**src/rtl/muldiv_hilo.sv**
```systemverilog
// Iterative MULT/MULTU/DIV/DIVU unit that owns the architectural HI/LO registers.
// Each operation is one radix-2 step per cycle, so every result appears a fixed 33 cycles after start.
module muldiv_hilo #(
  parameter int WIDTH = 32
) (
  input  logic             clk,
  input  logic             rst,
  input  logic             start,
  input  logic [1:0]       op,
  input  logic [WIDTH-1:0] src1,
  input  logic [WIDTH-1:0] src2,
  input  logic             hi_we,
  input  logic             lo_we,
  input  logic [WIDTH-1:0] wdata,
  output logic             busy,
  output logic             done,
  output logic [WIDTH-1:0] hi,
  output logic [WIDTH-1:0] lo
);

  localparam int CNT_W = $clog2(WIDTH);

  typedef enum logic [1:0] {
    S_IDLE = 2'd0,
    S_CALC = 2'd1,
    S_FIN  = 2'd2
  } state_t;

  state_t             r_state;
  state_t             w_state_nxt;
  logic [CNT_W-1:0]   r_cnt;
  logic               r_busy;
  logic               r_done;
  logic [WIDTH-1:0]   r_hi;
  logic [WIDTH-1:0]   r_lo;

  logic               r_is_div;
  logic               r_div0;
  logic               r_neg_q;
  logic               r_neg_r;
  logic [WIDTH-1:0]   r_src1;
  logic [WIDTH-1:0]   r_opb;
  logic [WIDTH-1:0]   r_acc_hi;
  logic [WIDTH-1:0]   r_acc_lo;

  logic               w_accept;
  logic               w_last;
  logic               w_signed;
  logic               w_s1neg;
  logic               w_s2neg;
  logic [WIDTH-1:0]   w_mag1;
  logic [WIDTH-1:0]   w_mag2;
  logic [WIDTH:0]     w_madd;
  logic [WIDTH:0]     w_shift;
  logic               w_ge;
  logic [WIDTH-1:0]   w_diff;
  logic [2*WIDTH-1:0] w_prod;
  logic [WIDTH-1:0]   w_quo;
  logic [WIDTH-1:0]   w_rem;

  function automatic logic [WIDTH-1:0] f_fix_w(input logic [WIDTH-1:0] mag, input logic neg);
    return neg ? -mag : mag;
  endfunction

  function automatic logic [2*WIDTH-1:0] f_fix_2w(input logic [2*WIDTH-1:0] mag, input logic neg);
    return neg ? -mag : mag;
  endfunction

  // Operand conditioning at start: the core always works on magnitudes
  assign w_signed = ~op[0];
  assign w_s1neg  = w_signed & src1[WIDTH-1];
  assign w_s2neg  = w_signed & src2[WIDTH-1];
  assign w_mag1   = f_fix_w(src1, w_s1neg);
  assign w_mag2   = f_fix_w(src2, w_s2neg);

  // Iteration step: shift-add for multiply, restoring shift-subtract for divide
  assign w_madd  = {1'b0, r_acc_hi} + (r_acc_lo[0] ? {1'b0, r_opb} : {(WIDTH+1){1'b0}});
  assign w_shift = {r_acc_hi, r_acc_lo[WIDTH-1]};
  assign w_ge    = w_shift >= {1'b0, r_opb};
  assign w_diff  = w_shift[WIDTH-1:0] - r_opb;

  // Sign correction applied in FIN
  assign w_prod = f_fix_2w({r_acc_hi, r_acc_lo}, r_neg_q);
  assign w_quo  = f_fix_w(r_acc_lo, r_neg_q);
  assign w_rem  = f_fix_w(r_acc_hi, r_neg_r);

  always_comb begin
    w_state_nxt = r_state;
    w_accept    = 1'b0;
    w_last      = 1'b0;
    case (r_state)
      S_IDLE: begin
        if (start) begin
          w_accept    = 1'b1;
          w_state_nxt = S_CALC;
        end
      end
      S_CALC: begin
        if (r_cnt == CNT_W'(WIDTH - 1)) begin
          w_last      = 1'b1;
          w_state_nxt = S_FIN;
        end
      end
      S_FIN:   w_state_nxt = S_IDLE;
      default: w_state_nxt = S_IDLE;
    endcase
  end

  always_ff @(posedge clk) begin
    if (rst) begin
      r_state <= S_IDLE;
      r_cnt   <= '0;
      r_busy  <= 1'b0;
      r_done  <= 1'b0;
      r_hi    <= '0;
      r_lo    <= '0;
    end else begin
      r_state <= w_state_nxt;
      r_busy  <= (w_state_nxt != S_IDLE);
      r_done  <= (r_state == S_FIN);
      if (w_accept) begin
        r_cnt <= '0;
      end else if (r_state == S_CALC) begin
        r_cnt <= w_last ? '0 : r_cnt + CNT_W'(1);
      end
      if (r_state == S_FIN) begin
        if (!r_is_div) begin
          r_hi <= w_prod[2*WIDTH-1:WIDTH];
          r_lo <= w_prod[WIDTH-1:0];
        end else if (r_div0) begin
          r_hi <= r_src1;
          r_lo <= '1;
        end else begin
          r_hi <= w_rem;
          r_lo <= w_quo;
        end
      end else if (r_state == S_IDLE && !start) begin
        if (hi_we) r_hi <= wdata;
        if (lo_we) r_lo <= wdata;
      end
    end
  end

  // Datapath registers carry no reset; they are always loaded at start
  always_ff @(posedge clk) begin
    if (w_accept) begin
      r_is_div <= op[1];
      r_div0   <= (src2 == '0);
      r_neg_q  <= w_s1neg ^ w_s2neg;
      r_neg_r  <= w_s1neg;
      r_src1   <= src1;
      r_acc_hi <= '0;
      r_opb    <= op[1] ? w_mag2 : w_mag1;
      r_acc_lo <= op[1] ? w_mag1 : w_mag2;
    end else if (r_state == S_CALC) begin
      if (r_is_div) begin
        r_acc_hi <= w_ge ? w_diff : w_shift[WIDTH-1:0];
        r_acc_lo <= {r_acc_lo[WIDTH-2:0], w_ge};
      end else begin
        r_acc_hi <= w_madd[WIDTH:1];
        r_acc_lo <= {w_madd[0], r_acc_lo[WIDTH-1:1]};
      end
    end
  end

  assign busy = r_busy;
  assign done = r_done;
  assign hi   = r_hi;
  assign lo   = r_lo;

endmodule

```
**config.mk**
```make
export PLATFORM = sky130hd
export DESIGN_NAME = muldiv_hilo
export DESIGN_NICKNAME = d
export VERILOG_FILES = /design/src/rtl/muldiv_hilo.sv
export SDC_FILE = /design/constraint.sdc
export NUM_CORES = 1
export LEC_CHECK = 0
export BUFFER_PORTS_ARGS = -buffer_cell sky130_fd_sc_hd__buf_2
export CORE_UTILIZATION = 41
export CTS_BUF_LIST = sky130_fd_sc_hd__clkbuf_16
export DETAILED_ROUTE_END_ITERATION = 10
export PLACE_DENSITY = 0.7
export RECOVER_POWER = 100
export SYNTH_ARGS = -nofsm -noshare
export SYNTH_HDL_FRONTEND = slang
export SYNTH_SLANG_ARGS = --single-unit
```
**constraint.sdc**
```tcl
create_clock -name clk -period 5.6 [get_ports clk]
set_input_delay 0.56 -clock clk [delete_from_list [all_inputs] [get_ports clk]]
set_output_delay 0.56 -clock clk [all_outputs]
set_load 0.01 [all_outputs]
```
**After elaboration in Yosys (flattened, before gate mapping)**

Cells that the tools add are included.

- Equality and inequality tests: 3
- Multiplexer cells: 31
- Bitwise operators: 4
- $lt $le $gt $ge: 1
- Add/subtract/negate cells: 8
- Reduce and logical (&&, ||, !) cells: 12

Operators by type and width:

| kind | number |
|---|---|
| $mux W32 | 22 |
| $neg A32 Y32 | 4 |
| $mux W64 | 1 |
| $neg A64 Y64 | 1 |
| $add A32 B32 Y33 | 1 |
| $ge A33 B32 Y1 | 1 |
| $logic_not A32 Y1 | 1 |
| $sub A32 B32 Y32 | 1 |
| $reduce_bool A2 Y1 | 5 |
| $add A5 B1 Y5 const B | 1 |
| $eq A5 B5 Y1 const B | 1 |
| $mux W5 | 1 |
| $mux W1 | 4 |
| $mux W2 | 2 |
| $pmux W2 S2 | 1 |
| $reduce_and A2 Y1 | 2 |
| $and A1 B1 Y1 | 2 |
| $eq A2 B1 Y1 const B | 1 |
| $eq A2 B2 Y1 const B | 1 |
| $logic_not A2 Y1 | 1 |
| $reduce_or A2 Y1 | 1 |
| $logic_and A1 B1 Y1 | 1 |
| $logic_not A1 Y1 | 1 |
| $not A1 Y1 | 1 |
| $xor A1 B1 Y1 | 1 |

- Input bits: 103
- Register bits after elaboration: 205
- Logic and storage cells: 73

**Depth between registers and ports, before layout**

- Depth after elaboration: 5
- Mapped depth: 13
- Depth with buffers taken out: 12

**Worst setup path after synthesis**

No wires, ideal clock.

- Kind: in2reg
- Start point: input port start
- End point: register r_acc_lo[31], data pin
- Data required time: 5.222 ns
- Data arrival time: 3.391 ns
- Cell stages on the path: 6
- Path buffers: 2
- Slack: 1.832 ns
- Path through: nand2b_1 -> or2_2 -> clkbuf_1 -> clkinv_1 -> buf_1 -> a31oi_1

- Longest elaborated chain between the ends: 3

Ends and longest elaborated chain:

| what | RTL line | text |
|---|---|---|
| start: declaration | 8 | `input logic start,` |
| $mux W1 | 93 | `if (start) begin` |
| $mux W1 | 91 | `case (r_state)` |
| via w_accept | 46 | `logic w_accept;` |
| $mux W32 | 146 | `if (w_accept) begin` |
| end signal: assignment | 154 | `r_acc_lo <= op[1] ? w_mag1 : w_mag2;` |
| end signal: assignment | 158 | `r_acc_lo <= {r_acc_lo[WIDTH-2:0], w_ge};` |
| end signal: assignment | 161 | `r_acc_lo <= {w_madd[0], r_acc_lo[WIDTH-1:1]};` |
| end: declaration | 44 | `logic [WIDTH-1:0] r_acc_lo;` |

The timed path passes the listed nets, and every way through them passes these cells.
A chain may end at the register's enable or synchronous reset.

**Worst setup path after layout**

- Start point: register r_acc_hi[5]
- End point: register r_acc_hi[19]

- Longest elaborated chain between the ends: 3
- Elaborated cells on any way between the ends: 5

Ends and longest elaborated chain:

| what | RTL line | text |
|---|---|---|
| start: declaration | 43 | `logic [WIDTH-1:0] r_acc_hi;` |
| start signal: assignment | 157 | `r_acc_hi <= w_ge ? w_diff : w_shift[WIDTH-1:0];` |
| start signal: assignment | 160 | `r_acc_hi <= w_madd[WIDTH:1];` |
| $sub A32 B32 Y32 or $ge A33 B32 Y1 (tied branches) | 80, 79 |  |
| $mux W32 | 157 |  |
| $mux W32 * | 156 | `if (r_is_div) begin` |

Every way passes the cells marked *; elsewhere a longest branch is shown, timed or not.

==> metrics <==
compound-cell area share of the yosys netlist 24.4%; Distinct cells, synth 74; area share of and/or/nand/nor cells after synthesis 17.0%; Startpoint Class register; TritonCTS Buffers 24; via/cell ratio 6.26; total chip power 6.56 mW; CP Capture Type register; reg2reg setup slack 860 ps; post-synthesis average cell area 8.22 um^2; Leakage 7.17 nW; dpl ws 1480 ps; Peak supply drop 172 uV; crit path buf inv count 1; largest family of logic cells by synthesized area compound AO/OA/AOI/OAI gates; initial core utilization 42.0%; # IOs 169; async set-or-reset flop fraction in the synthesized netlist 0%; Post-Synth Adder-Cell Area 5.59%; hold path startpoint wdata[3]; H-tree Lvls 1; die span in y 202 um; Final Hold Violating Endpoints 0; HP Class input port to register; Clock Sinks 205; final wirelength 62200 um; Post-Synth XOR/XNOR Area 8.66%; non-filler instance count after layout 2619; Rows 72; FMAX 211 MHz; run status finished with violations; vias in the first global route 15400; Clock Root Buffer clkbuf_16; syn nets 2167; worst setup path category register to register; ranking of synthesized cells by area edfxtp_1 (18%), dfxtp_1 (13%), mux2i_1 (8.1%), xnor2_1 (5.6%), a21oi_1 (5.5%); Post-layout nets 2259; worst setup margin 857 ps; antenna-violating nets left 0; Port Buffers 168; endpoints failing setup 0; Slew HR -194%; layout cells sized above 1 7.09%; Detailed Place HPWL 47900 um; Yosys warnings 0; initial antenna violation count 0; Post-Syn Area 16400 um^2; largest net degree at the start of global routing 72; top_reg_cell synth dfxtp_1; routability congestion estimate from global placement 1.01; Post-CTS Hold Fix Bufs 0; # diodes 0; first-pass GRT wire length 93100 um; Required @ worst endpoint 5980 ps; commonest non-fill, non-tap cell in the layout a21oi_1; EDFF count, synth 100; clock buffer depth 3; multiplexer share of the synthesized area 8.55%; Fin Setup TNS 0 ps; WL per Instance 23.7 um; area delta synth->final 12.0%; Hold Crit Endpoint hi[3]; Pre-antenna DRT Iters 7; Die Wd 202 um; Resize count post-CTS 0; placed cells 2576; die area 40700 um^2; Clock Latency Late Sink 560 ps; critical path's top delay family compound AO/OA/AOI/OAI gates; Post-Synthesis Cells 1992; Worst R2R Path Depth 11; Clock Skews 26.7 ps; commonest non-fill, non-tap cells in the layout a21oi_1 (181), nand2_1 (177), nor2_1 (170); WHS Path Cells 3; Synth Register Bits 205; Critical-path top delay cell clkbuf_1; min cycle time layout 4740 ps; Post-CTS Setup Repair Bufs 0; total gr overflow 0; max-cap viol count 5; CP max stage delay 850 ps; Cell Chain, Critical Path ha_1, a21o_1, a21oi_1, a31oi_1, nand2_1, o31ai_1, a21boi_0, o21ai_4, clkbuf_1, mux2i_1, o221ai_1; post-synth top area cell edfxtp_1; power density over cell area 358 nW/um^2; Tot GR Track Use 29.6%; Least-Margin Pin Slew 4410 ps; Worst-path clk slew 70 ps; worst r2r src r_acc_hi[5]; WP data arrival 5120 ps; worst reg2reg endpoint r_acc_hi[19]; failing checks capacitance limit, slew limit; Pins Over Slew Limit 252; RSZ-0062 raised after global routing false; DRT iter0 DRCs 2059; core box area 39000 um^2; period utilization 84.7%; CTS tree done; vias 16400; post-synthesis sequential area ratio 31.2%; Synth top area share 18.3%; crit path max fanout 20; Residual DRC 0
-- worst max-delay path by stage --
stage	start	endpoint	slack [ps]	cells after the start
3_3_place_gp	r_acc_hi[5]	r_acc_hi[19]	1600	11
2_1_floorplan	start	r_acc_lo[31]	1830	6
6_report	r_acc_hi[5]	r_acc_hi[19]	860	11
3_5_place_dp	r_acc_hi[5]	r_acc_hi[19]	1480	11
5_1_grt	op[1]	r_acc_lo[13]	580	4
4_1_cts	r_acc_hi[5]	r_acc_hi[19]	1420	11
-- routing by layer --
layer | share of wire, % | global-route usage (%) | up-vias
met3 | 9.1 | 5.26 | 141
li1 | - | - | 7563
met4 | 4.4 | 12.0 | 0
met1 | 43 | 40.4 | 7843
met5 | 0 | 0 | -
met2 | 44 | 45.9 | 860
-- logic make-up (layout without fill, tap and decap cells) --
| kind of cell | after synthesis | in the layout |
|---|---|---|
| AO/OA/AOI/OAI | 625 | 625 |
| XOR/XNOR | 162 | 162 |
| adder cells (fa/ha/maj) | 72 | 72 |
| buffers and inverters | 200 | 309 |
| flip-flops | 205 | 205 |
| multiplexers | 139 | 139 |
| AND/OR/NAND/NOR | 589 | 589 |
-- state kept, by name, indices dropped and copies added, names as in the netlist, 2 cells and up --
signal / cells
r_opb: 32
r_src1: 32
r_acc_lo: 32
r_acc_hi: 32
hi: 32
r_cnt: 5
r_state: 2
lo: 32
-- per-stage QoR --
| stage | util [%] | instance area, um^2 | hold slack, ps |
|---|---|---|---|
| floorplan | - | 16400 | 463 |
| global placement | 45.1 | 17600 | 438 |
| detailed placement | 45.1 | 17600 | 442 |
| CTS | 47.4 | 18500 | 210 |
| global route | 47.0 | 18300 | 291 |
| finish | 47.0 | 18300 | 287 |
-- area by class of cell --
| type | count | area, um^2 |
|---|---|---|
| Clock buffer | 24 | 601 |
| Fill cell | 3859 | 20700 |
| Multi-Input combinational cell | 1587 | 10500 |
| Timing Repair Buffer | 194 | 880 |
| Inverter | 72 | 272 |
| Tap cell | 518 | 648 |
| Clock inverter | 19 | 313 |
| Sequential cell | 205 | 5100 |
-- synthesized netlist by cell type (10+ instances only) --
cell type,count
inv_1,71
o41ai_1,13
nor2b_1,10
o211ai_1,28
nor2_1,173
a21oi_1,181
a211oi_1,32
a21o_1,37
mux2i_1,132
ha_1,70
o21ai_0,135
o31ai_1,30
or4_1,10
xor2_1,57
nor3_1,48
xnor2_1,105
dfxtp_1,105
o221ai_1,38
nand2b_1,19
a31oi_1,21
or3_1,31
edfxtp_1,100
buf_1,20
nor4_1,16
clkbuf_1,100
nand3_1,29
nand2_1,177
and3_1,21
o21bai_1,12
nand4_1,13
a22oi_1,16
o22ai_1,10
o21a_1,12
-- worst min-delay path: cells and delay by family --
kind	cells	cell delay (ps)
buf+inv	1	120
simple gates	1	50
compound gates	1	70
-- report_power, final --
group / leakage (nW) / switching (mW) / internal [mW]
Sequential: 1.83 / 0.307 / 1.77
Clock: 0.439 / 0.705 / 1.12
Combinational: 4.90 / 1.65 / 1.01
Note: power is estimated with default switching activity, not from simulation.
